## config.mk

```make
export PLATFORM = sky130hd
export DESIGN_NAME = iob_jbi_rptr_pipe
export DESIGN_NICKNAME = d
export VERILOG_FILES = /design/src/rtl/iob_jbi_rptr_pipe.sv
export SDC_FILE = /design/constraint.sdc
export NUM_CORES = 1
export LEC_CHECK = 0
export BUFFER_PORTS_ARGS = -buffer_cell sky130_fd_sc_hd__buf_2
export CAP_MARGIN = 0
export CORE_ASPECT_RATIO = 0.8
export CORE_MARGIN = 8
export CORE_UTILIZATION = 63
export DETAILED_ROUTE_END_ITERATION = 8
export HOLD_SLACK_MARGIN = 0.03
export PLACE_DENSITY = 0.85
export RECOVER_POWER = 25
export SYNTH_ARGS = -nofsm -noshare
export SYNTH_HDL_FRONTEND = slang
export SYNTH_SLANG_ARGS = --single-unit
```

## constraint.sdc

```tcl
create_clock -name clk -period 4.3 [get_ports clk]
set_input_delay 0.215 -clock clk [delete_from_list [all_inputs] [get_ports clk]]
set_output_delay 0.215 -clock clk [all_outputs]
set_load 0.02 [all_outputs]
```

## src/rtl/iob_jbi_rptr_pipe.sv

```systemverilog
// iob_jbi_rptr_pipe
// Cascade of STAGES two-entry skid repeaters. Every stage registers its
// ready and valid, so no combinational path crosses a stage boundary and
// long routes can be split without losing throughput. Also flags an upstream
// source that withdraws or alters a stalled transfer.
module iob_jbi_rptr_pipe #(
  parameter int WIDTH  = 136,
  parameter int STAGES = 2,
  localparam int CW    = $clog2(2*STAGES+1)
) (
  input  logic             clk,
  input  logic             rst,
  input  logic             in_vld,
  output logic             in_rdy,
  input  logic [WIDTH-1:0] in_dat,
  output logic             out_vld,
  input  logic             out_rdy,
  output logic [WIDTH-1:0] out_dat,
  output logic [CW-1:0]    occ,
  output logic             err_proto
);

  typedef enum logic [1:0] {
    EMPTY = 2'd0,
    ONE   = 2'd1,
    TWO   = 2'd2
  } st_e;

  // Handshake chain: index k is the input side of stage k, index k+1 its output.
  logic [STAGES:0] vld_c;
  logic [STAGES:0] rdy_c;
  logic [WIDTH-1:0] dat_c [STAGES+1];
  logic [1:0]       cnt_d [STAGES];
  logic [CW-1:0]    occ_d;

  assign vld_c[0]      = in_vld;
  assign dat_c[0]      = in_dat;
  assign rdy_c[STAGES] = out_rdy;
  assign in_rdy        = rdy_c[0];
  assign out_vld       = vld_c[STAGES];
  assign out_dat       = dat_c[STAGES];

  for (genvar k = 0; k < STAGES; k++) begin : g_stage
    st_e              st_q;
    st_e              st_d;
    logic             rdy_q;
    logic             vld_q;
    logic [WIDTH-1:0] head_q;
    logic [WIDTH-1:0] skid_q;
    logic             push;
    logic             pop;

    assign push         = vld_c[k] & rdy_q;
    assign pop          = vld_q & rdy_c[k+1];
    assign vld_c[k+1]   = vld_q;
    assign rdy_c[k]     = rdy_q;
    assign dat_c[k+1]   = head_q;
    assign cnt_d[k]     = (st_d == TWO) ? 2'd2 : (st_d == ONE) ? 2'd1 : 2'd0;

    // Next-state of this stage; a push while full is dropped (rdy is low there).
    always_comb begin
      // NOTE: default assignment first so every path assigns st_d and no latch is inferred.
      st_d = st_q;
      unique case (st_q)
        EMPTY: if (push) st_d = ONE;
        ONE: begin
          if (push && !pop)      st_d = TWO;
          else if (pop && !push) st_d = EMPTY;
        end
        TWO:     if (pop) st_d = ONE;
        default: st_d = EMPTY;
      endcase
    end

    // State, registered handshake flags and the two data slots of this stage.
    always_ff @(posedge clk) begin
      if (rst) begin
        st_q   <= EMPTY;
        rdy_q  <= 1'b0;
        vld_q  <= 1'b0;
        // NOTE: the data slots are reset so out_dat reads zero during reset; they are only two words per stage.
        head_q <= '0;
        skid_q <= '0;
      end else begin
        // NOTE: non-blocking assignments so every flop samples pre-edge values regardless of statement order.
        st_q  <= st_d;
        rdy_q <= (st_d != TWO);
        vld_q <= (st_d != EMPTY);
        case (st_q)
          EMPTY: if (push) head_q <= dat_c[k];
          ONE: begin
            if (push && pop) head_q <= dat_c[k];
            else if (push)   skid_q <= dat_c[k];
          end
          TWO:     if (pop) head_q <= skid_q;
          default: ;
        endcase
      end
    end
  end

  // Total occupancy is the sum of the next per-stage entry counts.
  always_comb begin
    occ_d = '0;
    for (int i = 0; i < STAGES; i++) occ_d = occ_d + CW'(cnt_d[i]);
  end

  // Occupancy register, updated on the same edge as the stage states.
  always_ff @(posedge clk) begin
    if (rst) occ <= '0;
    else     occ <= occ_d;
  end

  logic             stall_q;
  logic [WIDTH-1:0] stall_dat_q;

  // Sticky protocol flag: a stalled offer must keep in_vld and in_dat until taken.
  always_ff @(posedge clk) begin
    if (rst) begin
      stall_q     <= 1'b0;
      stall_dat_q <= '0;
      err_proto   <= 1'b0;
    end else begin
      stall_q     <= in_vld & ~in_rdy;
      stall_dat_q <= in_dat;
      if (stall_q && (!in_vld || in_dat != stall_dat_q)) err_proto <= 1'b1;
    end
  end

endmodule
```

==> flow_summary_export.csv <==
group,metric,value,unit
worst_setup_path,timing.reg2reg.worst_path_depth,6,
timing,timing_hold_violations_final,0,
synthesis,synth_top_area_cell,"sky130_fd_sc_hd__dfxtp_1",
synthesis,postSynth.asyncResetShare,0,
synthesis,synth_enable_flop_cells,0,
timing,report.final.setup_viol,0,
synthesis,ys_ff_latch,693,
place,numPlacedInstances,3741,
clock_tree,cts-buffers-inserted,60,
worst_setup_path,worst_ep_arrival_time,3.71,ns
drt,via_count,23690,
worst_setup_path,critPathMaxFanout,154,
synthesis,synth_most_common_cell,"sky130_fd_sc_hd__nand2_1",
clock_tree,clock_insertion_delay_worst_skew,0.63,ns
worst_setup_path,r2r-start,"g_stage[1].rdy_q",
worst_setup_path,setup.worst_path.end_class,"flip-flop",
timing,max_slew_margin,-1.293,
die,io_pins,282,
hold_path,timing.hold.worst.start,"in_dat[88]",
drt,drt_pre_antenna_iters,8,
worst_setup_path,criticalPathCategory,"input port to flip-flop",
drt,post-route-drc-count,0,
place,numPortBuffers,281,
worst_setup_path,cp-start-kind,"input port",
drt,postRouteWirelength,79540,microns
synthesis,synth_seq_area_share,0.5160,
pwr,power_density,441.7,nW/um^2
synthesis,ys_top_cells_by_count,"sky130_fd_sc_hd__nand2_1 (822), sky130_fd_sc_hd__dfxtp_1 (693), sky130_fd_sc_hd__nor2_1 (310)",
place,gp_routability_congestion,0.9212,
timing,rsz0062_at_grt,"no",
synthesis,post_synthesis_mean_instance_area,8.589,sq um
drt,number_of_violations_reported_at_the_end_of_detailed_routing_iteration_0,2296,
timing,finalCritPeriodShare,0.7582,
final_layout,seq_area,13870,sq um
clock_tree,worst_setup_hold_path_clk_slew,0.06,ns
die,start_util,0.6401,
synthesis,synth_area,26880,sq um
run_status,failed_checks,"max-capacitance violations, max-slew violations",
die,fp.coreArea,42000,sq um
hold_path,hold_end,"stall_dat_q[88]",
grt,antenna_found_initial,6,
timing,report.final.slew_viol_count,151,
synthesis,syn_inst,3130,
timing,clock.fmax,306.7,MHz
timing,timing.setup.tns,0,ns
grt,vias_in_the_first_global_route,22560,
die,die_w,247.0,microns
clock_tree,ctsLongestPathBuffers,3,
drt,routedWlPerCell,19.94,microns
hold_path,whs_path_depth,3,
timing,clock-skew-final,0.01269,ns
grt,grt_overflow_total,0,
grt,grt_start_max_net_pins,155,
worst_setup_path,r2r_end,"g_stage[1].skid_q[64]",
clock_tree,cts_max_level,2,
synthesis,postSynth.topFlopCell,"sky130_fd_sc_hd__dfxtp_1",
final_layout,footprint_of_the_multi_input_gates,11810,sq um
drt,final_antenna_net_count,0,
final_layout,post_route_cells_drive_above_1_share,0.1070,
grt,globalRouteTotalUtil,0.3073,
flow_run,maxCapViolations,1,
clock_tree,cts-resized-gates,0,
die,die_area,49580,sq um
drt,viasPerCell,5.938,
timing,worstMarginPinSlew,3.440,ns
synthesis,ys_top_cells_by_area,"sky130_fd_sc_hd__dfxtp_1 (52%), sky130_fd_sc_hd__nand2_1 (11%), sky130_fd_sc_hd__a21oi_1 (5.1%)",
die,die_height,200.8,microns
run_status,run_status,"finished with violations",
hold_path,path_category_of_the_worst_min_delay_check,"input port to flip-flop",
worst_setup_path,worst_ep_required_time,4.75,ns
final_layout,synthToLayoutAreaGrowth,17.25,%
synthesis,netlist-cell-type-count,44,
place,detailed_place_hpwl,49640,microns
timing,layout_min_cycle_time,3.260,ns
pwr,static-leakage-power,0.01208,uW
clock_tree,clock_tree.root_cell,"sky130_fd_sc_hd__clkbuf_16",
synthesis,synth_warn,0,
clock_tree,clock_tree_from_tritoncts,"done",
grt,first_pass_grt_wire_length,124400,microns
final_layout,final_layout_fill_cell_count,2828,
final_layout,fin_cells,3990,
die,num_rows,67,
final_layout,net_count_reported_at_finish,3531,
worst_setup_path,setup.reg_to_reg.worst_slack,1.53,ns
clock_tree,tritoncts_num_sinks,693,
synthesis,synth_fp_nets,3272,
pwr,worst_ir_drop_vdd,0.0003799,V
synthesis,synth_largest_type_area_fraction,0.5160,
where the power goes:
part           switching [uW]  total, uW  internal, uW
sequential                224       6970          6750
combinational            1010       1600           594
clock                    2360       5340          2980
total                    3600      13900         10300
layout make-up:
type / count / area share
Timing Repair Buffer: 439 / 0.09507
Antenna cell: 7 / 0.0005557
Clock inverter: 14 / 0.003890
Sequential cell: 693 / 0.4401
Tap cell: 552 / 0.02191
Multi-Input combinational cell: 2138 / 0.3747
Clock buffer: 90 / 0.05696
Inverter: 57 / 0.006788
layout by cell type (no fill, tap or decap), types with 61 or more instances in the layout:
master / synthesis / layout
sky130_fd_sc_hd__a211oi_1: 137 / 137
sky130_fd_sc_hd__a21oi_1: 272 / 272
sky130_fd_sc_hd__a311oi_1: 106 / 106
sky130_fd_sc_hd__buf_2: 92 / 209
sky130_fd_sc_hd__clkbuf_1: 130 / 84
sky130_fd_sc_hd__clkbuf_16: 0 / 61
sky130_fd_sc_hd__dfxtp_1: 693 / 693
sky130_fd_sc_hd__dlygate4sd3_1: 0 / 138
sky130_fd_sc_hd__mux2i_1: 136 / 136
sky130_fd_sc_hd__nand2_1: 822 / 822
sky130_fd_sc_hd__nor2_1: 310 / 310
sky130_fd_sc_hd__nor2b_1: 118 / 117
cells by family after synthesis:
kind of cell / share of synthesized area
multiplexers: 0.05064
AND/OR/NAND/NOR: 0.2004
buffers and inverters: 0.04770
adder cells (fa/ha/maj): 0.0009306
flip-flops: 0.5160
XOR/XNOR: 0.02574
AO/OA/AOI/OAI: 0.1586
sequential cells by signal (all words and copies together) (netlist names):
| register | flops |
|---|---|
| g_stage.st_q | 4 |
| g_stage.rdy_q | 1 |
| g_stage.head_q | 136 |
| stall_dat_q | 136 |
| err_proto | 1 |
| stall_q | 1 |
| out_vld | 1 |
| out_dat | 136 |
| in_rdy | 1 |
| occ | 3 |
| g_stage.vld_q | 1 |
| g_stage.skid_q | 272 |
per-stage QoR:
stage / cell area [sq um] / worst slack (ns) / util / power, uW / hold slack [ns]
floorplan: 26880 / 2.644 / - / 8030 / 0.3432
global placement: 28310 / 1.793 / 0.6740 / 8515 / 0.4404
detailed placement: 28310 / 1.687 / 0.6740 / 8572 / 0.4456
CTS: 31610 / 1.651 / 0.7525 / 13920 / 0.1668
global route: 31510 / 0.8277 / 0.7503 / 14380 / 0.4031
finish: 31520 / 1.040 / 0.7505 / 13920 / 0.4231
timing repair:
action                                 4_1_cts  5_1_grt
buffers inserted                             0        0
hold buffers                               138        0
endpoints found under the hold margin      380        0
critical path: stages:
cell and delay (ns):
sky130_fd_sc_hd__clkbuf_2 2.29, sky130_fd_sc_hd__clkbuf_2 0.91, sky130_fd_sc_hd__a311oi_1 0.11
per-layer routing:
| layer | track usage | vias to the layer above | part of all wire |
|---|---|---|---|
| met2 | 0.4920 | 1086 | 0.46 |
| met3 | 0.05346 | 221 | 0.084 |
| met1 | 0.4089 | 11320 | 0.41 |
| met4 | 0.1214 | 0 | 0.040 |
| li1 | - | 11070 | - |
| met5 | 0 | - | 0 |
worst max path at each step:
stage                                 from               endpoint  depth (start not counted)
after global routing                   rst             out_dat[7]                          3
after detailed placement  g_stage[0].vld_q  g_stage[1].skid_q[35]                          6
after global placement    g_stage[0].vld_q  g_stage[1].skid_q[64]                          6
after CTS                 g_stage[0].vld_q  g_stage[1].skid_q[35]                          6
after floorplan                     in_rdy   g_stage[0].head_q[0]                          8
final                                  rst             out_dat[9]                          3
(Power assumes the default switching activity.)
